## config.mk

```make
export PLATFORM = sky130hd
export DESIGN_NAME = alu_issue_ctrl
export DESIGN_NICKNAME = d
export VERILOG_FILES = /design/src/rtl/proc_pkg.sv /design/src/rtl/issue_regfile.sv /design/src/rtl/alu_issue_ctrl.sv
export SDC_FILE = /design/constraint.sdc
export NUM_CORES = 1
export LEC_CHECK = 0
export CAP_MARGIN = 20
export CORE_MARGIN = 1.5
export CORE_UTILIZATION = 57
export DETAILED_ROUTE_END_ITERATION = 16
export MAX_ROUTING_LAYER = met4
export PLACE_DENSITY = 0.81
export SYNTH_ARGS = -nofsm -noshare
export SYNTH_HDL_FRONTEND = slang
export SYNTH_SLANG_ARGS = --single-unit
```

## constraint.sdc

```tcl
create_clock -name clk -period 2.6 [get_ports clk]
set_input_delay 0.52 -clock clk [delete_from_list [all_inputs] [get_ports clk]]
set_output_delay 0.52 -clock clk [all_outputs]
set_load 0.01 [all_outputs]
```

## src/rtl/proc_pkg.sv

```systemverilog
// ============================================================================
// proc_pkg : shared widths, FSM state type and flag bit positions
// Rev 1.0
// ============================================================================
`default_nettype none

package proc_pkg;

    localparam int DATA_W    = 16;
    localparam int OPC_W     = 4;
    localparam int REG_IDX_W = 3;
    localparam int NUM_REGS  = 8;

    localparam int FLAG_Z = 0;
    localparam int FLAG_N = 1;
    localparam int FLAG_V = 2;

    typedef enum logic [1:0] {
        IDLE = 2'd0,
        READ = 2'd1,
        EXEC = 2'd2,
        WB   = 2'd3
    } state_e;

endpackage

`default_nettype wire

```

## src/rtl/issue_regfile.sv

```systemverilog
// ============================================================================
// issue_regfile : 8x16 register file, 2 read ports, writeback + host load
// (writeback beats load on the same index), combinational debug read. Rev 1.0
// ============================================================================
`default_nettype none

module issue_regfile
    import proc_pkg::*;
(
    input  logic                 clk,
    input  logic                 rst,
    input  logic [REG_IDX_W-1:0] rs1_addr_i,
    input  logic [REG_IDX_W-1:0] rs2_addr_i,
    output logic [DATA_W-1:0]    rs1_data_o,
    output logic [DATA_W-1:0]    rs2_data_o,
    input  logic                 wb_en_i,
    input  logic [REG_IDX_W-1:0] wb_addr_i,
    input  logic [DATA_W-1:0]    wb_data_i,
    input  logic                 ld_en_i,
    input  logic [REG_IDX_W-1:0] ld_addr_i,
    input  logic [DATA_W-1:0]    ld_data_i,
    input  logic [REG_IDX_W-1:0] dbg_addr_i,
    output logic [DATA_W-1:0]    dbg_data_o
);

    logic [DATA_W-1:0] regs_q [NUM_REGS];

    // The writeback assignment comes last so it overrides a same-index load.
    always_ff @(posedge clk) begin
        if (rst) begin
            for (int i = 0; i < NUM_REGS; i++) begin
                regs_q[i] <= '0;
            end
        end else begin
            if (ld_en_i) begin
                regs_q[ld_addr_i] <= ld_data_i;
            end
            if (wb_en_i) begin
                regs_q[wb_addr_i] <= wb_data_i;
            end
        end
    end

    assign rs1_data_o = regs_q[rs1_addr_i];
    assign rs2_data_o = regs_q[rs2_addr_i];
    assign dbg_data_o = regs_q[dbg_addr_i];

endmodule

`default_nettype wire

```

## src/rtl/alu_issue_ctrl.sv

```systemverilog
// ============================================================================
// alu_issue_ctrl : IDLE->READ->EXEC->WB issue controller for an external ALU.
// Optional immediate operand when ALU_ISSUE_IMM_EN is defined. Rev 1.0
// ============================================================================
`default_nettype none

module alu_issue_ctrl
    import proc_pkg::*;
(
    input  logic                 clk,
    input  logic                 rst,
    input  logic                 in_valid,
    output logic                 in_ready,
    input  logic [OPC_W-1:0]     in_opcode,
    input  logic [REG_IDX_W-1:0] in_rd,
    input  logic [REG_IDX_W-1:0] in_rs1,
    input  logic [REG_IDX_W-1:0] in_rs2,
    input  logic                 in_wb,
`ifdef ALU_ISSUE_IMM_EN
    input  logic                 in_imm_sel,
    input  logic [DATA_W-1:0]    in_imm,
`endif
    output logic [DATA_W-1:0]    alu_a,
    output logic [DATA_W-1:0]    alu_b,
    output logic [OPC_W-1:0]     alu_opcode,
    input  logic [DATA_W-1:0]    alu_out,
    input  logic                 alu_zero,
    input  logic                 alu_neg,
    input  logic                 alu_ovf,
    input  logic                 ld_en,
    input  logic [REG_IDX_W-1:0] ld_addr,
    input  logic [DATA_W-1:0]    ld_data,
    input  logic [REG_IDX_W-1:0] dbg_addr,
    output logic [DATA_W-1:0]    dbg_data,
    output logic                 done,
    output logic [DATA_W-1:0]    result,
    output logic [2:0]           flags
);

    state_e state_q, state_d;

    logic [OPC_W-1:0]     opc_q;
    logic [REG_IDX_W-1:0] rd_q, rs1_q, rs2_q;
    logic                 wb_q;
    logic [DATA_W-1:0]    alu_a_q, alu_b_q;
    logic [OPC_W-1:0]     alu_opc_q;
    logic [DATA_W-1:0]    result_q;
    logic [2:0]           flag_cap_q, flags_q;
    logic [DATA_W-1:0]    rs1_data, rs2_data, op_b_src;
    logic                 accept;
    logic [2:0]           alu_flags;

    always_ff @(posedge clk) begin
        if (rst) begin
            state_q <= IDLE;
        end else begin
            state_q <= state_d;
        end
    end

    always_comb begin
        state_d  = state_q;
        in_ready = 1'b0;
        done     = 1'b0;
        case (state_q)
            IDLE: begin
                in_ready = !rst;
                if (in_valid) state_d = READ;
            end
            READ: state_d = EXEC;
            EXEC: state_d = WB;
            WB: begin
                done    = !rst;
                state_d = IDLE;
            end
            default: state_d = IDLE;
        endcase
    end

    assign accept = (state_q == IDLE) && in_valid;

    always_comb begin
        alu_flags         = '0;
        alu_flags[FLAG_Z] = alu_zero;
        alu_flags[FLAG_N] = alu_neg;
        alu_flags[FLAG_V] = alu_ovf;
    end

`ifdef ALU_ISSUE_IMM_EN
    logic              imm_sel_q;
    logic [DATA_W-1:0] imm_q;

    always_ff @(posedge clk) begin
        if (rst) begin
            imm_sel_q <= 1'b0;
            imm_q     <= '0;
        end else if (accept) begin
            imm_sel_q <= in_imm_sel;
            imm_q     <= in_imm;
        end
    end

    assign op_b_src = imm_sel_q ? imm_q : rs2_data;
`else
    assign op_b_src = rs2_data;
`endif

    // Operand registers double as the ALU drivers, so they only move on READ->EXEC.
    always_ff @(posedge clk) begin
        if (rst) begin
            opc_q      <= '0;
            rd_q       <= '0;
            rs1_q      <= '0;
            rs2_q      <= '0;
            wb_q       <= 1'b0;
            alu_a_q    <= '0;
            alu_b_q    <= '0;
            alu_opc_q  <= '0;
            result_q   <= '0;
            flag_cap_q <= '0;
            flags_q    <= '0;
        end else begin
            if (accept) begin
                opc_q <= in_opcode;
                rd_q  <= in_rd;
                rs1_q <= in_rs1;
                rs2_q <= in_rs2;
                wb_q  <= in_wb;
            end
            if (state_q == READ) begin
                alu_a_q   <= rs1_data;
                alu_b_q   <= op_b_src;
                alu_opc_q <= opc_q;
            end
            if (state_q == EXEC) begin
                result_q   <= alu_out;
                flag_cap_q <= alu_flags;
            end
            if (state_q == WB) begin
                flags_q <= flag_cap_q;
            end
        end
    end

    issue_regfile u_regfile (
        .clk        (clk),
        .rst        (rst),
        .rs1_addr_i (rs1_q),
        .rs2_addr_i (rs2_q),
        .rs1_data_o (rs1_data),
        .rs2_data_o (rs2_data),
        .wb_en_i    ((state_q == WB) && wb_q),
        .wb_addr_i  (rd_q),
        .wb_data_i  (result_q),
        .ld_en_i    (ld_en),
        .ld_addr_i  (ld_addr),
        .ld_data_i  (ld_data),
        .dbg_addr_i (dbg_addr),
        .dbg_data_o (dbg_data)
    );

    assign alu_a      = alu_a_q;
    assign alu_b      = alu_b_q;
    assign alu_opcode = alu_opc_q;
    assign result     = result_q;
    assign flags      = flags_q;

endmodule

`default_nettype wire

```

[Word-level counts from Yosys, hierarchy flattened]
Memory sizes are Yosys's and may differ from the RTL's. A register that Yosys moved wholly into a read port is not among the register bits.
Index checks and enable logic that the tools add are counted.
Storage, ports and cells
  memories: 1
  logic and storage cells: 39
  input bits: 59
  bits in registers: 42
  memory bits (writable): 128
Cells by class
  reduce and logical (&&, ||, !) cells: 6
  equal/unequal tests: 4
  muxes and demuxes: 18
Memory list
  u_regfile.regs_q: words 8, bits a word 16, read ports 3, clocked after Yosys merged registers in 2, wr ports 8, RTL line issue_regfile.sv:26  | logic [DATA_W-1:0] regs_q [NUM_REGS];
Operators with widths (count)
  two-way mux 16 bit: 2
  OR reduction 16 bit: 2
  two-way mux 1 bit: 12
  one-hot mux 2 bit (4 select lines): 1
  two-way mux 3 bit: 2
  == test 2 bit, second input constant: 2
  == test 2 x 1 -> 1 bit, second input constant: 1
  logical AND 1 bit: 2
  logical NOT 2 bit: 1
  two-way mux 2 bit: 1
  inequality test 2 bit, second input constant: 1
  logical NOT 1 bit: 1

[Longest topological paths before layout]
Gate-level depths: netlist (run 1).
  depth in word-level cells: 7
  gate-level depth with buffers: 7
  depth with buffers taken out: 5

[By module]
Synthesis (run 1) repeated with hierarchy kept, for this count alone.
Unflattened totals
  cells, all modules: 914
  area total of the unflattened synthesis: 12066.6 µm²
By module, submodules not included
  issue_regfile: area an instance 9180.1 µm², times used 1, cells each 646
  alu_issue_ctrl: area an instance 2886.5 µm², times used 1, cells each 268

[Worst setup path after synthesis (run 1)]
OpenSTA, ideal clock, no wires.
  path type: input to output
  start: input port dbg_addr[0]
  end: output port dbg_data[0]
  path slack: 0.230 ns
  cell stages on the path: 4
  arrival: 1.850 ns
  path buffers: 2
  data required time: 2.080 ns
  cell sequence: clkbuf_1 > buf_2 > mux4_2 > mux2_2
Between the ends
  word-level cells in the longest chain between the ends: 1
Ends and longest elaborated chain
  start: declaration: RTL line alu_issue_ctrl.sv:33  | input logic [REG_IDX_W-1:0] dbg_addr,
  memory read (8 x 16 bit)
  end: declaration: RTL line alu_issue_ctrl.sv:34  | output logic [DATA_W-1:0] dbg_data,
No other way between the ends.

==> summary.txt, run 1 <==
Route
  • Aggregate routed wire length: 31640 um
  • Via density per instance: 6.637
  • Remaining routing DRC violations: 0
  • Via count: 8787
  • Average detailed-routed wire length per instance: 23.90 um
  • Number of detailed-route iterations in the first pass: 5
  • First DRT Iteration DRCs: 1234
  • Final ANT Viol Nets: 0

Yosys
  • Share of the synthesized area in the top cell type: 34.56%
  • Largest area contributor in the netlist: edfxtp_1
  • Mapped Nets: 966
  • Mean post-synth cell area: 12.33 um^2
  • Fraction of synthesis flops using an asynchronous set or reset pin: 0%
  • Most used flip-flop cell after synthesis: edfxtp_1
  • Count of flip-flops with a built-in enable after synthesis: 128
  • Post-synthesis instance total: 902
  • Ranking of synthesized cells by instance count: 128 x a22o_1, 128 x edfxtp_1, 91 x mux2i_1
  • Syn. warnings: 0
  • Sequential area share after synthesis: 47.88%
  • Top post-synthesis cells by area: edfxtp_1 35%, dfxtp_1 13%, a22o_1 10%
  • Cell variety after synth: 37
  • Flip-flop and latch count after synthesis: 202
  • Area of the mapped netlist: 0.01112 mm^2

Clock tree
  • Clk pin slew, worst setup/hold paths: 0.06 ns
  • Root Driver: clkbuf_16
  • Clock tree from TritonCTS: yes
  • Number of buffers between clock root and the deepest sink: 3
  • # hold bufs at CTS: 0
  • H-tree depth reported by CTS: 1
  • Sinks on Clock Net: 202
  • Number of clock buffers inserted by TritonCTS: 22
  • Source-to-sink clock delay at the later pin of the worst-skew pair: 0.51 ns

Cells and area
  • Ant diodes: 0
  • Layout overhead on the synthesized area: 24.22%
  • Area taken by multi-input logic gates: 0.005305 mm^2
  • Final nets: 1112
  • Fill cells: 1274
  • Sequential standard cell area: 0.005328 mm^2
  • Share of layout cells above drive strength 1: 25.09%

Hold path
  • HP Class: reg2reg
  • Worst hold stages: 2

Worst setup path
  • Kind of start point of the critical path: flop
  • Worst reg2reg path depth: 5
  • Slack of the worst reg-to-reg path: 0.48 ns
  • Critical Path Sink Type: output pin
  • Data arrival, critical path: 2.08 ns
  • Req. time, crit path: 2.08 ns
  • Critical path fanouts, max: 3
  • Critical setup path kind: reg2out

Floorplan
  • IO Pins: 132
  • DIE HEIGHT: 142.7 um
  • Die area: 0.02036 mm^2
  • Die boundary width: 142.7 um
  • Number of rows in the core area: 50
  • Core Region: 0.01889 mm^2
  • Initial Util: 58.86%

Pwr
  • Switching power of the nets: 3.186 mW
  • Internal portion of total power: 7.194 mW
  • Power share of the combinational group: 28.9%
  • Total leakage power: 4.870 nW
  • PwrDens: 751.4 mW/mm^2
  • Sequential share of power: 41.5%
  • Worst ir drop on vdd: 0.5348 mV
  • Post-layout total power: 10.38 mW
  • Power share of the clock group: 29.6%
  • Switching portion of total power: 30.69%

Timing
  • Final setup violating endpoints: 0
  • Worst slew margin relative to its limit: 35.94%
  • Final hold vios: 0
  • Fmax: 385.2 MHz
  • Hold WS: 0.4560 ns
  • Post-route clock period utilization: 99.86%
  • Worst clock skew: 0.01358 ns
  • Number of max-slew violations in the final report: 0
  • Worst Tran Pin Value: 0.9557 ns
  • Min cycle time layout: 2.596 ns

Global routing
  • First-pass GRT wire length: 48420 um
  • Via count of the first global-routing pass: 8254
  • Antenna violations before repair: 0
  • GRT Residual Overflow: 0
  • Gr usage total: 32.26%
  • Largest net degree at the start of global routing: 60

Place
  • Half-perimeter wire length of the detailed placement result: 21340 um
  • Port bufs: 131
  • GP Congestion: 0.8865

Run
  • Number of maximum-capacitance violations: 0

Run status
  • Outcome: completed
## area by class of cell
class                      instances  area share [%]
inverter                           4          0.1087
clock inverter                     7          0.4347
timing repair buffer             228           15.32
tap                              260           2.355
clock buffer                      33           4.809
multi-input combinational        590           38.40
sequential                       202           38.57
## metal layers
layer,up-vias,GRT usage [%],share of wire (%)
li1,3862,-,-
met1,4249,46.67,42
met2,615,45.99,43
met3,61,6.740,13
met4,0,9.278,2.0
met5,-,-,0
## kinds of logic after synthesis
family	share of synthesized area (%)
buf+inv	4.489
simple gates	6.492
fa+ha+maj	0.5626
flops	47.88
compound gates	17.80
mux	22.77
## what timing repair did
item	in CTS	in global routing
endpoints found under the setup margin	16	8
setup buffers	39	7
hold endpoints to repair	0	0
resized for setup	19	7
cloned	1	0
## through the flow
stage / TNS, ns / cell area (um^2) / instances / util, % / setup WS (ns)
after floorplan: 0 / 11120 / 902 / - / 0.2296
after global placement: -3.785 / 12720 / 1237 / 67.32 / -0.2580
after detailed placement: -4.061 / 12720 / 1237 / 67.32 / -0.2745
after CTS: 0 / 13750 / 1317 / 72.77 / 0.02070
after global routing: -0.03704 / 13810 / 1324 / 73.12 / -0.02313
final: 0 / 13810 / 1324 / 73.12 / 0.003627
## registers in the layout (all words and copies together), names as in the netlist
signal	cells
alu_a	16
alu_b	16
alu_opcode	4
flag_cap_q	3
flags	3
opc_q	4
rd_q	3
result	16
rs1_q	3
rs2_q	3
state_q	2
u_regfile.regs_q	128
wb_q	1
## power groups by stage
stage / sequential, mW / combinational, mW / clock, mW
floorplan: 4.22 / 1.82 / 0
global placement: 4.33 / 2.83 / 0
detailed placement: 4.35 / 2.88 / 0
CTS: 4.28 / 2.95 / 3.11
global route: 4.35 / 3.22 / 3.24
finish: 4.30 / 3.00 / 3.07
## cell usage in the layout (no fill, tap or decap), types with 7 or more instances in the layout
cell	instances
a22oi_1	9
clkbuf_16	24
o22ai_1	23
a211oi_1	33
mux2_2	79
a21oi_1	14
nor3_2	7
nand2_1	33
edfxtp_1	128
nor2_1	68
buf_4	90
mux4_2	32
a221o_1	23
a22o_1	128
dlygate4sd2_1	11
clkdlybuf4s50_1	112
mux2i_1	91
dfxtp_1	72
o221ai_1	9
## worst max-delay path, stage by stage (launching register included)
cell           delay, ns
edfxtp_1            0.47
mux4_2              0.50
mux2_2              0.30
dlygate4sd2_1       0.29
## path summary, 6_finish.rpt
path                               startpoint                                 to
min reg2reg             opc_q[2]$_SDFFE_PP0P_              opc_q[2]$_SDFFE_PP0P_
max reg2reg           state_q[1]$_SDFFE_PP0P_  u_regfile.regs_q[0][14]$_DFFE_PP_
min                     opc_q[2]$_SDFFE_PP0P_              opc_q[2]$_SDFFE_PP0P_
max          u_regfile.regs_q[2][0]$_DFFE_PP_                        dbg_data[0]
Power figures use the tool's default switching activity.
==> run 2: changes to the inputs <==
--- a/config.mk
+++ b/config.mk
@@ -6,6 +6,7 @@
 export NUM_CORES = 1
 export LEC_CHECK = 0
 export CAP_MARGIN = 20
+export CORE_ASPECT_RATIO = 1.2
 export CORE_MARGIN = 1.5
 export CORE_UTILIZATION = 57
 export DETAILED_ROUTE_END_ITERATION = 16
==> run 2 against run 1 <==
Against the previous run:
- utilization shrank 1.7 points
- clock-buffer cell count is 8 lower
- clock power is 7.2% lower
- global-route usage shrank 0.75 points
- sequential power decreased by 0.9%
- cell count is 3.0% lower
- first-iteration DRC count fell by 11%
- total power down 2.8%
==> summary.txt, run 2 (same netlist as run 1, synthesis figures left out) <==
Pwr
  • Total leakage power: 4.704 nW
  • Post-layout total power: 10.09 mW
  • Worst ir drop on vdd: 0.6246 mV
  • PwrDens: 743.5 mW/mm^2

Clock tree
  • Root Driver: clkbuf_16
  • Number of buffers between clock root and the deepest sink: 3
  • Sinks on Clock Net: 202
  • # hold bufs at CTS: 0
  • Clk pin slew, worst setup/hold paths: 0.06 ns
  • Source-to-sink clock delay at the later pin of the worst-skew pair: 0.50 ns
  • H-tree depth reported by CTS: 1
  • Number of clock buffers inserted by TritonCTS: 21
  • Clock tree from TritonCTS: yes

Route
  • Number of detailed-route iterations in the first pass: 6
  • First DRT Iteration DRCs: 1096
  • Average detailed-routed wire length per instance: 24.31 um
  • Aggregate routed wire length: 31220 um
  • Remaining routing DRC violations: 0
  • Via density per instance: 6.706
  • Via count: 8610
  • Final ANT Viol Nets: 0

Timing
  • Min cycle time layout: 2.565 ns
  • Fmax: 389.8 MHz
  • Final setup violating endpoints: 0
  • Final hold vios: 0
  • Worst clock skew: 0.006441 ns
  • Worst slew margin relative to its limit: 25.60%
  • Number of max-slew violations in the final report: 0
  • Setup TNS: 0 ns
  • Post-route clock period utilization: 98.67%
  • Unrepaired setup endpoints after global routing: false
  • Worst Tran Pin Value: 1.108 ns

Global routing
  • Gr usage total: 31.51%
  • Via count of the first global-routing pass: 8134
  • Antenna violations before repair: 0
  • GRT Residual Overflow: 0
  • Largest net degree at the start of global routing: 66
  • First-pass GRT wire length: 47270 um

Worst setup path
  • Cell-by-cell listing of the critical path: buf_4, bufbuf_16, mux4_2, mux2_2, dlygate4sd2_1
  • Kind of start point of the critical path: input port
  • Largest incremental delay on the critical path: 0.49 ns
  • Req. time, crit path: 2.08 ns
  • Critical setup path kind: in2out
  • Critical Path Sink Type: output pin
  • Critical Path Slowest Stage Cell: mux4_2
  • Buffer and inverter count on the worst path: 3
  • Top cell family by delay on the critical path: multiplexers
  • Data arrival, critical path: 2.05 ns
  • Critical path fanouts, max: 7

Hold path
  • HP Class: reg2reg

Place
  • GP Congestion: 0.9081
  • Port bufs: 131
  • Half-perimeter wire length of the detailed placement result: 21320 um

Floorplan
  • IO Pins: 132
  • Core Region: 0.01899 mm^2
  • Die area: 0.02036 mm^2
  • Die boundary width: 130.5 um
  • Number of rows in the core area: 55
  • Initial Util: 58.55%
  • DIE HEIGHT: 156.0 um

Cells and area
  • Register containing the most flip-flops in the final layout: u_regfile.regs_q
  • Sequential standard cell area: 0.005328 mm^2
  • Share of layout cells above drive strength 1: 22.57%
  • Final standard cell utilization of the core: 71.44%
  • Area taken by multi-input logic gates: 0.005299 mm^2
  • Ant diodes: 0
  • Layout overhead on the synthesized area: 22.02%
  • Final nets: 1078
  • Largest register FFs: 128
  • Most used cells in the layout excluding fill and tap cells: 128 x a22o_1, 128 x edfxtp_1, 112 x clkdlybuf4s50_1
  • Fill cells: 1341

Run
  • Number of maximum-capacitance violations: 0

Run status
  • Outcome: completed
==> run 2: layout make-up <==
cell class | count | share of cell area (%)
multi-input combinational | 590 | 39.05
timing repair buffer | 195 | 14.43
inverter | 4 | 0.1106
clock buffer | 25 | 4.214
clock inverter | 12 | 0.5717
tap | 256 | 2.361
sequential | 202 | 39.26
==> run 2: path summary, 6_finish.rpt <==
check,depth (start not counted),start,endpoint,slack (ns)
setup / recovery,5,dbg_addr[0],dbg_data[9],0.03
hold / removal,2,opc_q[3]$_SDFFE_PP0P_,opc_q[3]$_SDFFE_PP0P_,0.46
setup reg to reg,5,state_q[1]$_SDFFE_PP0P_,u_regfile.regs_q[0][13]$_DFFE_PP_,0.41
hold reg to reg,2,opc_q[3]$_SDFFE_PP0P_,opc_q[3]$_SDFFE_PP0P_,0.46
==> run 2: per-layer routing <==
layer | GRT usage (%) | part of all wire, % | vias to the layer above
li1 | - | - | 3788
met1 | 43.20 | 41 | 4203
met2 | 47.34 | 45 | 549
met3 | 6.927 | 12 | 70
met4 | 9.158 | 2.4 | 0
met5 | - | 0 | -
==> run 2: through the flow <==
step           worst slack [ns]  instances  hold slack, ns  instance area, um^2
2_1_floorplan            0.2296        902          0.4360                11120
3_3_place_gp            -0.2719       1229          0.4432                12720
3_5_place_dp            -0.2828       1230          0.4472                12730
4_1_cts                 0.03146       1282          0.4548                13550
5_1_grt                0.005917       1284          0.4678                13570
6_report                0.03457       1284          0.4563                13570
==> run 2: power by group <==
part,leakage (nW),switching [mW],internal [mW]
Clock,0.313,1.27,1.58
Sequential,1.85,0.423,3.84
Combinational,2.54,1.45,1.52
Total,4.70,3.14,6.94
==> run 2: what timing repair did <==
item,CTS,global route
setup endpoints to repair,16,2
hold endpoints to repair,0,0
setup buffers,12,1
gates cloned,3,0
resized for setup,21,2
==> run 2: worst register-to-register path, stage by stage (launching register included) <==
cell and delay (ns):
dfxtp_1 0.34, ha_1 0.22, or3b_1 0.27, nor2_4 0.09, nor4_4 0.84, a22o_1 0.29
==> run 3: changes to the inputs <==
--- a/config.mk
+++ b/config.mk
@@ -8,10 +8,11 @@
 export CAP_MARGIN = 20
 export CORE_ASPECT_RATIO = 1.2
 export CORE_MARGIN = 1.5
-export CORE_UTILIZATION = 57
+export CORE_UTILIZATION = 58
 export DETAILED_ROUTE_END_ITERATION = 16
 export MAX_ROUTING_LAYER = met4
-export PLACE_DENSITY = 0.81
+export PLACE_DENSITY = 0.82
 export SYNTH_ARGS = -nofsm -noshare
 export SYNTH_HDL_FRONTEND = slang
+export SYNTH_HIERARCHICAL = 1
 export SYNTH_SLANG_ARGS = --single-unit
==> run 3 against run 2 <==
Against the previous run:
- clock skew up 0.0014 ns
- critical path depth down 2
- non-clock buffer count decreased by 2
- largest cell class is now multi-input gates
- clock power increased by 28%
- register-to-register slack worse by 0.12 ns
- largest power group unchanged
==> summary.txt, run 3 <==
Cells and area
  • Layout overhead on the synthesized area: 22.34%
  • Most used cells in the layout excluding fill and tap cells: 192 x nor2_1, 176 x mux2_2, 128 x edfxtp_1
  • Register containing the most flip-flops in the final layout: u_regfile/regs_q
  • Share of layout cells above drive strength 1: 37.79%
  • Final nets: 1116
  • Leading cell type in the layout, fill and taps excluded: nor2_1
  • Ant diodes: 0
  • Largest register FFs: 128
  • Final standard cell utilization of the core: 72.63%

Global routing
  • Gr usage total: 30.92%
  • Via count of the first global-routing pass: 8439
  • Largest net degree at the start of global routing: 53
  • GRT Residual Overflow: 0
  • Antenna violations before repair: 0
  • First-pass GRT wire length: 49580 um

Worst setup path
  • Critical Path Sink Type: output pin
  • Critical setup path kind: reg2out
  • Data arrival, critical path: 2.07 ns
  • Req. time, crit path: 2.08 ns
  • Kind of start point of the critical path: flop
  • Critical path fanouts, max: 2

Place
  • Port bufs: 131
  • Half-perimeter wire length of the detailed placement result: 21350 um
  • GP Congestion: 0.8875

Timing
  • Min cycle time layout: 2.586 ns
  • Worst Tran Pin Value: 0.6382 ns
  • Final setup violating endpoints: 0
  • Number of max-slew violations in the final report: 0
  • Unrepaired setup endpoints after global routing: false
  • Final hold vios: 0
  • Hold WS: 0.4910 ns
  • Worst clock skew: 0.007832 ns
  • Worst slew margin relative to its limit: 57.45%
  • Post-route clock period utilization: 99.47%
  • Fmax: 386.6 MHz

Yosys
  • Post-synthesis instance total: 914
  • Ranking of synthesized cells by instance count: 192 x nor2_1, 176 x mux2_2, 128 x edfxtp_1
  • Share of the synthesized area in the top cell type: 31.85%
  • Count of flip-flops with a built-in enable after synthesis: 128
  • Flip-flop and latch count after synthesis: 202
  • Most used flip-flop cell after synthesis: edfxtp_1
  • Mean post-synth cell area: 13.20 um^2
  • Top post-synthesis cells by area: edfxtp_1 32%, mux4_2 18%, mux2_2 16%
  • Syn. warnings: 6
  • Mapped Nets: 977
  • Fraction of synthesis flops using an asynchronous set or reset pin: 0%
  • Area of the mapped netlist: 0.01207 mm^2
  • Largest area contributor in the netlist: edfxtp_1
  • Cell variety after synth: 35
  • Sequential area share after synthesis: 44.13%
  • Most frequent cell after synthesis: nor2_1

Floorplan
  • Die boundary width: 134.7 um
  • Number of rows in the core area: 57
  • Initial Util: 59.37%
  • Die area: 0.02168 mm^2
  • IO Pins: 132
  • DIE HEIGHT: 161.0 um
  • Core Region: 0.02033 mm^2

Pwr
  • Power share of the combinational group: 27.2%
  • Internal portion of total power: 7.712 mW
  • Power share of the clock group: 33.9%
  • Switching portion of total power: 28.43%
  • Worst ir drop on vdd: 0.5591 mV
  • Total leakage power: 5.277 nW
  • PwrDens: 730.0 mW/mm^2
  • Sequential share of power: 38.8%
  • Switching power of the nets: 3.064 mW

Clock tree
  • Clock tree from TritonCTS: yes
  • Number of clock buffers inserted by TritonCTS: 22
  • Clk pin slew, worst setup/hold paths: 0.06 ns
  • Sinks on Clock Net: 202
  • Number of buffers between clock root and the deepest sink: 3
  • H-tree depth reported by CTS: 1
  • Root Driver: clkbuf_16
  • Source-to-sink clock delay at the later pin of the worst-skew pair: 0.52 ns

Route
  • Via count: 8690
  • Aggregate routed wire length: 32330 um
  • Via density per instance: 6.514
  • Final ANT Viol Nets: 0
  • First DRT Iteration DRCs: 1111
  • Average detailed-routed wire length per instance: 24.24 um
  • Remaining routing DRC violations: 0
  • Number of detailed-route iterations in the first pass: 5

Hold path
  • HP Class: reg2reg

Run status
  • Outcome: completed

Run
  • Number of maximum-capacitance violations: 0
-- run 3: cell count changes in the layout (fill, tap and decap cells not counted), sizes merged, moves of 14 or more --
cell	delta
o22ai	-23
a221o	-23
nand2	-32
mux2	+96
a21bo	+14
a211oi	-32
nor2	+118
nand3b	+19
a22o	-128
or3b	+16
mux2i	-33
mux4	+64
-- run 3: final timing paths --
path / end / start / slack (ns) / cells after the start
max: dbg_data[10] / u_regfile/regs_q[5][10]$_DFFE_PP_ / 0.01 / 3
min: alu_a[5]$_SDFFE_PP0N_ / alu_a[5]$_SDFFE_PP0N_ / 0.49 / 2
max reg2reg: u_regfile/regs_q[0][8]$_DFFE_PP_ / state_q[0]$_SDFFE_PP0P_ / 0.29 / 6
min reg2reg: alu_a[5]$_SDFFE_PP0N_ / alu_a[5]$_SDFFE_PP0N_ / 0.49 / 2
-- run 3: logic make-up after synthesis --
kind of cell | after synthesis | share of synthesized area [%]
compound gates | 36 | 2.374
fa+ha+maj | 4 | 0.4148
buf+inv | 82 | 3.733
flops | 202 | 44.13
mux | 330 | 39.15
simple gates | 260 | 10.19
-- run 3: worst max-delay path: stages, from the launching register on --
cell	delay (ns)
edfxtp_1	0.46
mux4_2	0.51
mux2_2	0.29
dlygate4sd2_1	0.29
-- run 3: power by group through the flow --
stage	registers [mW]	clock network (mW)	logic, mW
final	4.18	3.66	2.93
after CTS	4.16	3.68	2.94
after detailed placement	4.22	0	2.89
after floorplan	4.15	0	2.05
after global routing	4.23	3.78	3.13
after global placement	4.20	0	2.84
-- run 3: layer usage --
metal  up-vias  track usage (%)  routed length, um
met4         0            8.162                719
li1       3742                -                  -
met2       607            45.92              14810
met5         -                -                  0
met3        64            5.304               4024
met1      4277            44.61              12780
-- run 3: through the flow --
stage                     setup WS (ns)  cells  TNS, ns  area [um^2]  total power [mW]
after floorplan                 0.01001    914        0        12070             6.198
after global placement          -0.2545   1272   -3.802        13720             7.046
after detailed placement        -0.2839   1272   -4.238        13720             7.120
after CTS                       0.03465   1333        0        14740             10.78
after global routing          0.0003275   1334        0        14760             11.14
final                           0.01366   1334        0        14760             10.78
-- run 3: repair_timing --
item / 4_1_cts / 5_1_grt
hold buffers: 0 / 0
setup buffers: 20 / 0
gates resized for setup: 19 / 1
gates cloned: 1 / 1
endpoints found under the setup margin: 16 / 3
-- run 3: area by class of cell --
cell class              count  area [um^2]
multi-input cells         630         6296
fillers                  1342         5564
flip-flops and latches    202         5328
repair buffers            193         1944
clock buffers              30        646.9
well taps                 265        331.6
clock inverters            10        200.2
inverters                   4        15.01
